### src/rtl/pc_sequencer.sv
// Fetch-stage program counter: advance, multi-cycle hold, redirect and sticky halt.
// Define PC_PERF_CNT_EN to build the retire/stall performance counters.
module pc_sequencer #(
    parameter int ADDR_W    = 32,
    parameter int RESET_VEC = 0,
    parameter int STEP      = 4,
    parameter int END_ADDR  = 32764,
    parameter int HCNT_W    = 2
) (
    input  logic              clk,
    input  logic              rst,
    input  logic              en,
    input  logic              redirect_valid,
    input  logic [ADDR_W-1:0] redirect_addr,
    input  logic              hold_req,
    input  logic [HCNT_W-1:0] hold_cycles,
    output logic [ADDR_W-1:0] pc,
    output logic [ADDR_W-1:0] pc_next,
    output logic              busy,
    output logic              halted,
    output logic [31:0]       retire_cnt,
    output logic [31:0]       stall_cnt
);

    localparam logic [ADDR_W-1:0] RST_PC = ADDR_W'(RESET_VEC);
    localparam logic [ADDR_W-1:0] LIMIT  = ADDR_W'(END_ADDR);
    localparam logic [ADDR_W-1:0] INC    = ADDR_W'(STEP);

    typedef enum logic [1:0] {RUN, HOLD, HALT} state_t;

    state_t            state, state_nx;
    logic [HCNT_W-1:0] hold_cnt, hold_nx;
    logic [ADDR_W-1:0] target, pc_nx;
    logic              load, legal;

    assign pc_next = pc + INC;

    always_ff @(posedge clk) begin
        if (rst) begin
            state    <= RUN;
            pc       <= RST_PC;
            hold_cnt <= '0;
        end else begin
            state    <= state_nx;
            pc       <= pc_nx;
            hold_cnt <= hold_nx;
        end
    end

    always_comb begin
        state_nx = state;
        hold_nx  = hold_cnt;
        target   = pc_next;
        load     = 1'b0;
        unique case (state)
            RUN: begin
                if (redirect_valid) begin
                    target = {redirect_addr[ADDR_W-1:2], 2'b00};
                    load   = 1'b1;
                end else if (en && hold_req && hold_cycles != '0) begin
                    state_nx = HOLD;
                    hold_nx  = hold_cycles;
                end else if (en) begin
                    load = 1'b1;
                end
            end
            HOLD: begin
                if (redirect_valid) begin
                    target  = {redirect_addr[ADDR_W-1:2], 2'b00};
                    load    = 1'b1;
                    hold_nx = '0;
                end else if (hold_cnt == HCNT_W'(1)) begin
                    load    = 1'b1;
                    hold_nx = '0;
                end else begin
                    hold_nx = hold_cnt - HCNT_W'(1);
                end
            end
            default: ;
        endcase
        // Every load is range-checked; an illegal target freezes pc and halts.
        legal = target < LIMIT;
        if (load) state_nx = legal ? RUN : HALT;
        pc_nx = (load && legal) ? target : pc;
    end

    always_comb begin
        busy   = (state == HOLD);
        halted = (state == HALT);
    end

`ifdef PC_PERF_CNT_EN
    logic retire_inc, stall_inc;

    assign retire_inc = load && legal;
    assign stall_inc  = (state == HOLD) || (state == RUN && !en);

    always_ff @(posedge clk) begin
        if (rst) begin
            retire_cnt <= '0;
            stall_cnt  <= '0;
        end else begin
            if (retire_inc && retire_cnt != '1) retire_cnt <= retire_cnt + 32'd1;
            if (stall_inc && stall_cnt != '1) stall_cnt <= stall_cnt + 32'd1;
        end
    end
`else
    assign retire_cnt = '0;
    assign stall_cnt  = '0;
`endif

endmodule
### config.mk
export PLATFORM = sky130hd
export DESIGN_NAME = pc_sequencer
export DESIGN_NICKNAME = d
export VERILOG_FILES = /design/src/rtl/pc_sequencer.sv
export SDC_FILE = /design/constraint.sdc
export NUM_CORES = 1
export LEC_CHECK = 0
export CORE_MARGIN = 8
export CORE_UTILIZATION = 43
export DETAILED_ROUTE_END_ITERATION = 10
export GPL_ROUTABILITY_DRIVEN = 0
export PLACE_DENSITY = 0.85
export SYNTH_ARGS = -nofsm -noshare
export SYNTH_HDL_FRONTEND = slang
export SYNTH_SLANG_ARGS = --single-unit
export TNS_END_PERCENT = 50
### constraint.sdc
create_clock -name clk -period 8 [get_ports clk]
set_input_delay 1.6 -clock clk [delete_from_list [all_inputs] [get_ports clk]]
set_output_delay 1.6 -clock clk [all_outputs]
set_load 0.1 [all_outputs]
==> reports/qor.yml, run 1 <==
cp_max_fo: 6
hp-class: "flip-flop to flip-flop"
synth-xor-area-share: 0.07134
dieArea_sq_um: 10100
cpPeakStageDelay_ns: 0.98
vias_per_cell: 5.373
cp-start-kind: "flip-flop"
grt_max_degree: 26
synth.cell_area_sq_um: 3069
ys_top_cells_by_count: "68 x buf_4, 34 x dfxtp_1, 28 x nor2_1, 20 x nand2_1"
place_worst_setup_slack_ns: 2.945
yosysTopAreaCell: "dfxtp_1"
syn_inst: 408
synth-simple-area-share: 0.2931
antenna_found_initial: 0
die_h_microns: 100.5
crit_path_cell_trace: "ha_1, nand4_1, nor4_1, a21boi_0, or2_2, clkdlybuf4s50_1"
cts-resized-gates: 0
drt-wirelength-per-cell_microns: 16.16
max_freq_mhz: 184.4
cap_viol_max_count: 0
gr-total-overflow: 0
layout.nets: 528
io_pins: 169
ys_types: 55
drt_wl_total_mm: 9.483
irDropWorstVdd_uv: 66.30
cpLargestDelayFamily: "simple AND/OR/NAND/NOR gates"
post-dp-hpwl_mm: 7.338
postLayoutSetupSlackWorst_ns: 2.576
regArea_sq_um: 680.7
diodes: 0
grt_pass1_wl_mm: 14.79
initial_core_util: 0.4324
path_buf_inv: 1
multiInputGateArea_sq_um: 1966
first_pass_iters: 5
synth_compound_area_frac: 0.1749
period_needed_ns: 5.424
yosys_register_bits: 34
finClkSkew_ns: 0.01148
hold_violations: 0
cts_buffer_depth: 2
ys_seq_area_frac: 0.2218
clk_pin_slew_ns: 0.08
synth-edff-count: 0
fin_crit_sh: 0.6780
fp.dieW_microns: 100.5
clock-sinks: 34
synth_ff_type: "dfxtp_1"
insertion_delay_ns: 0.30
cts-root-buf: "clkbuf_8"
p_leak_nw: 1.480
cts_tree: "yes"
required_ns: 6.40
slew_viol_final: 0
drcViolationCount: 0
rsz0062_at_grt: "false"
synth_area_per_cell_sq_um: 7.523
endpoint_kind: "primary output"
crit_type: "flip-flop to primary output"
drive_above_1_share: 0.05123
synth_top_area_share: 0.2218
grt_pass1_vias: 3066
htree_levels: 2
status: "finished clean"
fin_setup_tns_ns: 0
gr-usage-all-layers: 0.1779
finalPower_mw: 0.5836
row_count: 31
ant_nets: 0
synth_fa_ha_area_frac: 0.008153
arrival_ns: 3.82
initialDrtViolationCount: 290
async_reset_ff_frac: 0
cp_slowest_cell: "clkdlybuf4s50_1"
synth.most_common_cell: "buf_4"
n_fill_cell: 655
port_buffers: 98
core_sq_um: 7098
synth_top_family_by_area: "simple AND/OR/NAND/NOR gates"
setup_viol: 0
cts_buffers: 5
powerDensity_nw_per_um2: 149.1
synth_warnings: 0
worst_slew_pin_slew_ns: 1.161
post-cts-setup-buffers: 0
synth.area.top_cells: "dfxtp_1 22%, buf_4 17%, xnor2_1 5.1%"
place_area_sq_um: 3822
synth.mux.area_fraction: 0.009784
holdWs_ns: 0.5292
area_growth_pct: 27.52
num_vias: 3154
cts_hold_buffers: 0
relSlewSlack: 0.2189
final_area_sq_um: 3914
-- cell families (layout without fill, tap and decap cells) --
logic type / after synthesis / after routing
buffers and inverters: 109 / 122
XOR/XNOR: 25 / 25
AO/OA/AOI/OAI: 75 / 75
multiplexers: 3 / 3
other: 1 / 68
flip-flops: 34 / 34
adder cells (fa/ha/maj): 2 / 2
AND/OR/NAND/NOR: 159 / 159
-- routing by layer --
metal  track usage  wire (microns)  up-vias
met5             0               0        -
li1              -               -     1481
met4       0.06395             208        0
met2        0.3174            4697      164
met3       0.04834             975       27
met1        0.1969            3602     1482
-- path summary, 6_finish.rpt --
path                               from               endpoint  slack (ns)  depth (start not counted)
setup / recovery     pc[3]$_SDFFE_PP0P_            pc_next[22]        2.58                          6
hold / removal    state[0]$_SDFFE_PP0P_  state[0]$_SDFFE_PP0P_        0.53                          2
setup reg to reg     pc[5]$_SDFFE_PP0P_    pc[20]$_SDFFE_PP0P_        3.80                          8
hold reg to reg   state[0]$_SDFFE_PP0P_  state[0]$_SDFFE_PP0P_        0.53                          2
-- worst reg2reg max path, stage by stage (launching register included) --
cell,delay (ns)
dfxtp_1,0.55
nand4_1,0.41
or4_1,0.85
or4_1,0.58
a22oi_1,0.22
a22oi_1,0.17
nor4b_4,0.69
a21oi_2,0.33
and2_1,0.28
-- per-stage QoR --
stage	utilization	std cells
after global routing	0.5514	587
after floorplan	-	475
after detailed placement	0.5385	579
after global placement	0.5385	579
final	0.5514	587
after CTS	0.5514	587
-- flip-flops by register name, summed over array words and instances (netlist names) --
| register | count |
|---|---|
| pc | 30 |
| hold_cnt | 2 |
| state | 2 |
-- layout make-up --
type,count,area share
Multi-Input combinational cell,332,0.5022
Timing Repair Buffer,101,0.2564
Sequential cell,34,0.1739
Tap cell,99,0.03165
Clock buffer,7,0.02206
Inverter,13,0.01247
Clock inverter,1,0.001279
-- placed cells by master (no fill, tap or decap), types with 2 or more instances in the layout --
master and n:
a311oi_1 3, inv_1 13, a31oi_1 7, or2_2 5
o21ai_1 4, or4_1 9, o32ai_1 2, o211ai_1 3
a211oi_1 4, conb_1 68, nand4_1 14, o31ai_1 6
and2_1 19, and3_1 2, dfxtp_1 34, ha_1 2
nand2b_1 3, and4_1 2, xor2_1 7, mux2i_1 3
xnor2_1 18, o41ai_2 5, a22oi_1 2, clkbuf_8 6
clkdlybuf4s50_1 98, nor4_1 9, buf_4 3, nor3_1 13
a21oi_1 16, nand3_1 15, nand2_1 20, nor2_1 28
o21ai_0 12, nor2b_1 7, a211o_1 2, or3_1 4
-- where the power goes --
group          internal (mW)  switching [mW]
Combinational         0.0419           0.225
Clock                 0.0695          0.0671
Sequential             0.173         0.00679
Total                  0.284           0.299
Note: power is estimated with default switching activity, not from simulation.
==> run 2: changes to the inputs <==
--- a/config.mk
+++ b/config.mk
@@ -6,10 +6,10 @@
 export NUM_CORES = 1
 export LEC_CHECK = 0
 export CORE_MARGIN = 8
-export CORE_UTILIZATION = 43
+export CORE_UTILIZATION = 40
 export DETAILED_ROUTE_END_ITERATION = 10
 export GPL_ROUTABILITY_DRIVEN = 0
-export PLACE_DENSITY = 0.85
+export PLACE_DENSITY = 0.8
 export SYNTH_ARGS = -nofsm -noshare
 export SYNTH_HDL_FRONTEND = slang
 export SYNTH_SLANG_ARGS = --single-unit
==> constraint.sdc (replaced) <==
create_clock -name clk -period 5.55 [get_ports clk]
set_input_delay 1.11 -clock clk [delete_from_list [all_inputs] [get_ports clk]]
set_output_delay 1.11 -clock clk [all_outputs]
set_load 0.1 [all_outputs]
==> reports/qor.yml, run 2 (synthesis gave the netlist of run 1 again) <==
status: "finished clean"  # unchanged
htree_levels: 2  # unchanged
path_buf_inv: 1  # unchanged
largest_register: "pc"  # unchanged
post-cts-setup-buffers: 0  # unchanged
first_pass_iters: 5  # unchanged
crit_path_cell_trace: "ha_1, nand4_1, or4_1, or3_1, nand2_1, clkdlybuf4s50_1"  # was ha_1, nand4_1, nor4_1, a21boi_0, or2_2, clkdlybuf4s50_1
final_core_util: 0.5179  # was 0.5514
worst_slew_pin_slew_ns: 1.003  # was 1.161 ns
p_leak_nw: 1.492  # was 1.480 nW
max_freq_mhz: 214.8
final_area_sq_um: 3919  # was 3914 sq um
setup_viol: 0  # unchanged
pwr-share-seq: 0.309  # was 0.308
gr-usage-all-layers: 0.1701  # was 0.1779
multiInputGateArea_sq_um: 1966  # unchanged
endpoint_kind: "primary output"  # unchanged
grt_max_degree: 26  # unchanged
finClkSkew_ns: 0.007164  # was 0.01148 ns
cp_max_fo: 8  # was 6
layout.nets: 529  # was 528
cp_slowest_cell: "clkdlybuf4s50_1"  # unchanged
place_area_sq_um: 3824  # was 3822 sq um
cts_buffers: 5  # unchanged
fin_setup_tns_ns: 0  # unchanged
irDropWorstVdd_uv: 125.6  # was 66.30 uV
clk_pin_slew_ns: 0.07  # was 0.08 ns
combPwrFrac: 0.460  # was 0.458
period_needed_ns: 4.656
layout_commonest_cell: "clkdlybuf4s50_1"  # unchanged
drt-wirelength-per-cell_microns: 15.93  # was 16.16 microns
crit_type: "flip-flop to primary output"  # unchanged
gr-total-overflow: 0  # unchanged
largest_register_ffs: 30  # unchanged
cp-start-kind: "flip-flop"  # unchanged
core_sq_um: 7567  # was 7098 sq um
num_vias: 3062  # was 3154
drt_wl_total_mm: 9.414  # was 9.483 mm
cts_hold_buffers: 0  # unchanged
arrival_ns: 3.55  # was 3.82 ns
drive_above_1_share: 0.06339  # was 0.05123
cts-resized-gates: 0  # unchanged
cts_tree: "yes"  # unchanged
required_ns: 4.44  # was 6.40 ns
initial_core_util: 0.4056  # was 0.4324
drcViolationCount: 0  # unchanged
fin_crit_sh: 0.8390
rsz0062_at_grt: "false"  # unchanged
ant_nets: 0  # unchanged
finalPower_mw: 0.8385  # was 0.5836 mW
grt_pass1_vias: 3027  # was 3066
clock-sinks: 34  # unchanged
initialDrtViolationCount: 215  # was 290
intPower_mw: 0.4093  # was 0.2843 mW
cap_viol_max_count: 0  # unchanged
diodes: 0  # unchanged
dieArea_sq_um: 10730  # was 10100 sq um
regArea_sq_um: 680.7  # unchanged
relSlewSlack: 0.3295  # was 0.2189
p_sw_mw: 0.4292  # was 0.2993 mW
swShare: 0.5119  # was 0.5129
io_pins: 169  # unchanged
port_buffers: 98  # unchanged
hp-class: "flip-flop to flip-flop"  # unchanged
reg_top3: "pc x30, hold_cnt x2, state x2"  # unchanged
powerDensity_nw_per_um2: 214.0  # was 149.1 nW/um^2
cts-root-buf: "clkbuf_8"  # unchanged
grt_pass1_wl_mm: 15.50  # was 14.79 mm
most-common-layout-cells: "94 x clkdlybuf4s50_1, 68 x conb_1, 34 x dfxtp_1"  # was 98 x clkdlybuf4s50_1, 68 x conb_1, 34 x dfxtp_1
slew_viol_final: 0  # unchanged
cts_buffer_depth: 2  # unchanged
area_growth_pct: 27.68  # was 27.52%
fp.dieW_microns: 103.6  # was 100.5 microns
pwr-share-clk: 0.232  # was 0.234
insertion_delay_ns: 0.29  # was 0.30 ns
row_count: 32  # was 31
cpPeakStageDelay_ns: 1.13  # was 0.98 ns
cpLargestDelayFamily: "simple AND/OR/NAND/NOR gates"  # unchanged
die_h_microns: 103.6  # was 100.5 microns
hold_violations: 0  # unchanged
antenna_found_initial: 0  # unchanged
n_fill_cell: 734  # was 655
vias_per_cell: 5.181  # was 5.373
post-dp-hpwl_mm: 7.427  # was 7.338 mm
==> run 2: power groups by stage <==
stage | clock network (mW) | registers (mW) | logic (mW)
after floorplan | 0 | 0.286 | 0.336
after global placement | 0 | 0.264 | 0.380
after detailed placement | 0 | 0.264 | 0.383
after CTS | 0.200 | 0.259 | 0.384
after global routing | 0.209 | 0.260 | 0.398
final | 0.194 | 0.259 | 0.385
==> run 2: final timing paths <==
| path | start | end | slack [ns] | cells after the start |
|---|---|---|---|---|
| setup / recovery | pc[3]$_SDFFE_PP0P_ | pc_next[30] | 0.89 | 6 |
| hold reg to reg | state[0]$_SDFFE_PP0P_ | state[0]$_SDFFE_PP0P_ | 0.52 | 2 |
| setup reg to reg | pc[4]$_SDFFE_PP0P_ | pc[21]$_SDFFE_PP0P_ | 1.43 | 8 |
| hold / removal | state[0]$_SDFFE_PP0P_ | state[0]$_SDFFE_PP0P_ | 0.52 | 2 |
==> run 2: area by class of cell <==
class                      count  share of cell area
timing repair buffer         102              0.2554
multi-input combinational    332              0.5016
sequential                    34              0.1737
inverter                      13             0.01245
tap                          102             0.03257
clock buffer                   6             0.02107
clock inverter                 2            0.003193
==> run 2: worst reg2reg max path, delay by kind of cell, from the launching register on <==
family / cells / cell delay, ns
AND/OR/NAND/NOR: 5 / 2.77
AO/OA/AOI/OAI: 3 / 0.71
flip-flops: 1 / 0.52
==> run 2: per-layer routing <==
metal / global-route usage / part of all wire / vias to the layer above / routed length, microns
met1: 0.1923 / 0.39 / 1444 / 3712
met5: 0 / 0 / - / 0
met3: 0.05266 / 0.085 / 9 / 801
met2: 0.2961 / 0.51 / 143 / 4759
li1: - / - / 1466 / -
met4: 0.05456 / 0.015 / 0 / 140
==> run 2: metrics by stage <==
step | cells | setup WS (ns) | hold slack (ns)
2_1_floorplan | 475 | 0.4652 | 0.4768
3_5_place_dp | 583 | 0.9952 | 0.5099
5_1_grt | 591 | 0.6592 | 0.5564
3_3_place_gp | 583 | 1.052 | 0.4950
6_report | 591 | 0.8938 | 0.5208
4_1_cts | 591 | 0.9083 | 0.5222
==> run 3: changes to the inputs <==
==> constraint.sdc (replaced) <==
create_clock -name clk -period 4.3 [get_ports clk]
set_input_delay 0.86 -clock clk [delete_from_list [all_inputs] [get_ports clk]]
set_output_delay 0.86 -clock clk [all_outputs]
set_load 0.1 [all_outputs]
==> reports/qor.yml, run 3 (synthesis gave the netlist of run 1 again) <==
status: "finished clean"  # unchanged
largest_register_ffs: 30  # unchanged
port_buffers: 98  # unchanged
grt_pass1_wl_mm: 15.68  # was 15.50 mm
holdWs_ns: 0.5158  # was 0.5208 ns
relSlewSlack: 0.3116  # was 0.3295
p_leak_nw: 1.618  # was 1.492 nW
pwr-share-clk: 0.307  # was 0.232
cp_slowest_cell: "or4b_1"  # was clkdlybuf4s50_1
dp_cells: 587  # was 583
r2r-end: "pc[12]$_SDFFE_PP0P_"  # was pc[21]$_SDFFE_PP0P_
cpPeakStageDelay_ns: 0.79  # was 1.13 ns
clock-sinks: 34  # unchanged
grt_max_degree: 19  # was 26
initial_core_util: 0.4056  # unchanged
r2r-start: "pc[5]$_SDFFE_PP0P_"  # was pc[4]$_SDFFE_PP0P_
dieArea_sq_um: 10730  # unchanged
io_pins: 169  # unchanged
setup_viol: 0  # unchanged
r2r_slack_ns: 0.37  # was 1.43 ns
grt_pass1_vias: 3133  # was 3027
gr-total-overflow: 0  # unchanged
first_pass_iters: 5  # unchanged
place_worst_setup_slack_ns: 0.3321  # was 0.9952 ns
gr-usage-all-layers: 0.1711  # was 0.1701
powerDensity_nw_per_um2: 302.9  # was 214.0 nW/um^2
holdPathEnd: "state[0]$_SDFFE_PP0P_"  # unchanged
die_h_microns: 103.6  # unchanged
worst_r2r_path_depth: 8  # unchanged
final_cells: 595  # was 591
row_count: 32  # unchanged
cts_buffers: 5  # unchanged
cts-root-buf: "clkbuf_8"  # unchanged
path_buf_inv: 0  # was 1
diodes: 0  # unchanged
endpoint_kind: "flip-flop"  # was primary output
reg_top3: "pc x30, hold_cnt x2, state x2"  # unchanged
cts_tree: "yes"  # unchanged
insertion_delay_ns: 0.29  # about the same
slew_viol_final: 0  # unchanged
clk_pin_slew_ns: 0.07  # about the same
rsz0062_at_grt: "false"  # unchanged
fin_crit_sh: 0.9132
drt_wl_total_mm: 9.564  # was 9.414 mm
period_needed_ns: 3.927
worst_slew_pin_slew_ns: 1.029  # was 1.003 ns
htree_levels: 2  # unchanged
p_sw_mw: 0.5567  # was 0.4292 mW
crit_type: "flip-flop to flip-flop"  # was flip-flop to primary output
cap_viol_max_count: 0  # unchanged
swShare: 0.4615  # was 0.5119
arrival_ns: 4.08  # was 3.55 ns
antenna_found_initial: 0  # unchanged
cp-start-kind: "flip-flop"  # unchanged
busiest_layer: "met2"  # unchanged
layout_commonest_cell: "clkdlybuf4s50_1"  # unchanged
fp.dieW_microns: 103.6  # unchanged
post-dp-hpwl_mm: 7.666  # was 7.427 mm
grt_use_met3: 0.04957  # was 0.05266
required_ns: 4.45  # was 4.44 ns
fin_setup_tns_ns: 0  # unchanged
initialDrtViolationCount: 217  # was 215
max_freq_mhz: 254.7
grtUsageMet2: 0.2979  # was 0.2961
pwr-share-seq: 0.277  # was 0.309
intPower_mw: 0.6496  # was 0.4093 mW
most-common-layout-cells: "71 x clkdlybuf4s50_1, 68 x conb_1, 35 x buf_4"  # was 94 x clkdlybuf4s50_1, 68 x conb_1, 34 x dfxtp_1
regArea_sq_um: 680.7  # unchanged
n_fill_cell: 720  # was 734
cts_hold_buffers: 0  # unchanged
whs_path_depth: 2  # unchanged
hp-class: "flip-flop to flip-flop"  # unchanged
multiInputGateArea_sq_um: 2009  # was 1966 sq um
cpLargestDelayFamily: "simple AND/OR/NAND/NOR gates"  # unchanged
finalPower_mw: 1.206  # was 0.8385 mW
combPwrFrac: 0.416  # was 0.460
cts_buffer_depth: 2  # unchanged
irDropWorstVdd_uv: 147.0  # was 125.6 uV
ant_nets: 0  # unchanged
drcViolationCount: 0  # unchanged
postLayoutSetupSlackWorst_ns: 0.3734  # was 0.8938 ns
vias_per_cell: 5.304  # was 5.181
core_sq_um: 7567  # unchanged
layout.nets: 533  # was 529
hold_path_startpoint: "state[0]$_SDFFE_PP0P_"  # unchanged
crit_path_cell_trace: "nand4_1, or4_1, or4_1, a22oi_1, a22oi_1, or4b_1, o21ai_0, a21oi_1"  # was ha_1, nand4_1, or4_1, or3_1, nand2_1, clkdlybuf4s50_1
cp_max_fo: 12  # was 8
drive_above_1_share: 0.1298  # was 0.06339
hold_violations: 0  # unchanged
area_growth_pct: 29.76  # was 27.68%
largest_register: "pc"  # unchanged
num_vias: 3156  # was 3062
finClkSkew_ns: 0.007879  # was 0.007164 ns
drt-wirelength-per-cell_microns: 16.07  # was 15.93 microns
use_met1: 0.1904  # was 0.1923
-- run 3: changes by cell type in the layout (fill, tap and decap cells not counted), sizes merged --
cell           delta
bufinv            +2
buf              +27
clkinv            -1
clkdlybuf4s50    -23
clkinvlp          -1
-- run 3: what timing repair did --
item / CTS / global route
setup endpoints to repair: 0 / 4
resized for setup: 0 / 1
setup buffers: 0 / 0
-- run 3: how the worst max path moves through the flow --
stage,start,cells past startpoint,to
floorplan,pc[11]$_SDFFE_PP0P_,7,pc_next[31]
global placement,pc[4]$_SDFFE_PP0P_,8,pc[11]$_SDFFE_PP0P_
detailed placement,pc[4]$_SDFFE_PP0P_,8,pc[11]$_SDFFE_PP0P_
CTS,pc[5]$_SDFFE_PP0P_,8,pc[11]$_SDFFE_PP0P_
global route,pc[5]$_SDFFE_PP0P_,8,pc[12]$_SDFFE_PP0P_
finish,pc[5]$_SDFFE_PP0P_,8,pc[12]$_SDFFE_PP0P_
-- run 3: final cells by class --
type / instances / area share
clock inverters: 2 / 0.01508
multi-input cells: 332 / 0.5046
repair buffers: 106 / 0.2444
well taps: 102 / 0.03205
clock buffers: 6 / 0.02074
inverters: 13 / 0.01225
flip-flops and latches: 34 / 0.1709
-- run 3: metal layers --
metal	wire, microns	share of wire
met1	3615	0.38
met2	4808	0.50
met3	872	0.091
met4	268	0.028
met5	0	0
-- run 3: tightest hold or removal path, stage by stage, from the launching register on --
cell	delay (ns)
dfxtp_1	0.32
nor2_1	0.10
nor3_1	0.05
-- run 3: power groups by stage --
stage,registers (mW),clock network [mW],logic (mW)
2_1_floorplan,0.369,0,0.434
3_3_place_gp,0.341,0,0.493
3_5_place_dp,0.341,0,0.497
4_1_cts,0.334,0.377,0.498
5_1_grt,0.336,0.390,0.519
6_report,0.334,0.371,0.501
-- run 3: metrics by stage --
| stage | utilization | area (sq um) |
|---|---|---|
| 3_5_place_dp | 0.5066 | 3834 |
| 4_1_cts | 0.5255 | 3976 |
| 3_3_place_gp | 0.5066 | 3834 |
| 5_1_grt | 0.5263 | 3983 |
| 2_1_floorplan | - | 3358 |
| 6_report | 0.5263 | 3983 |
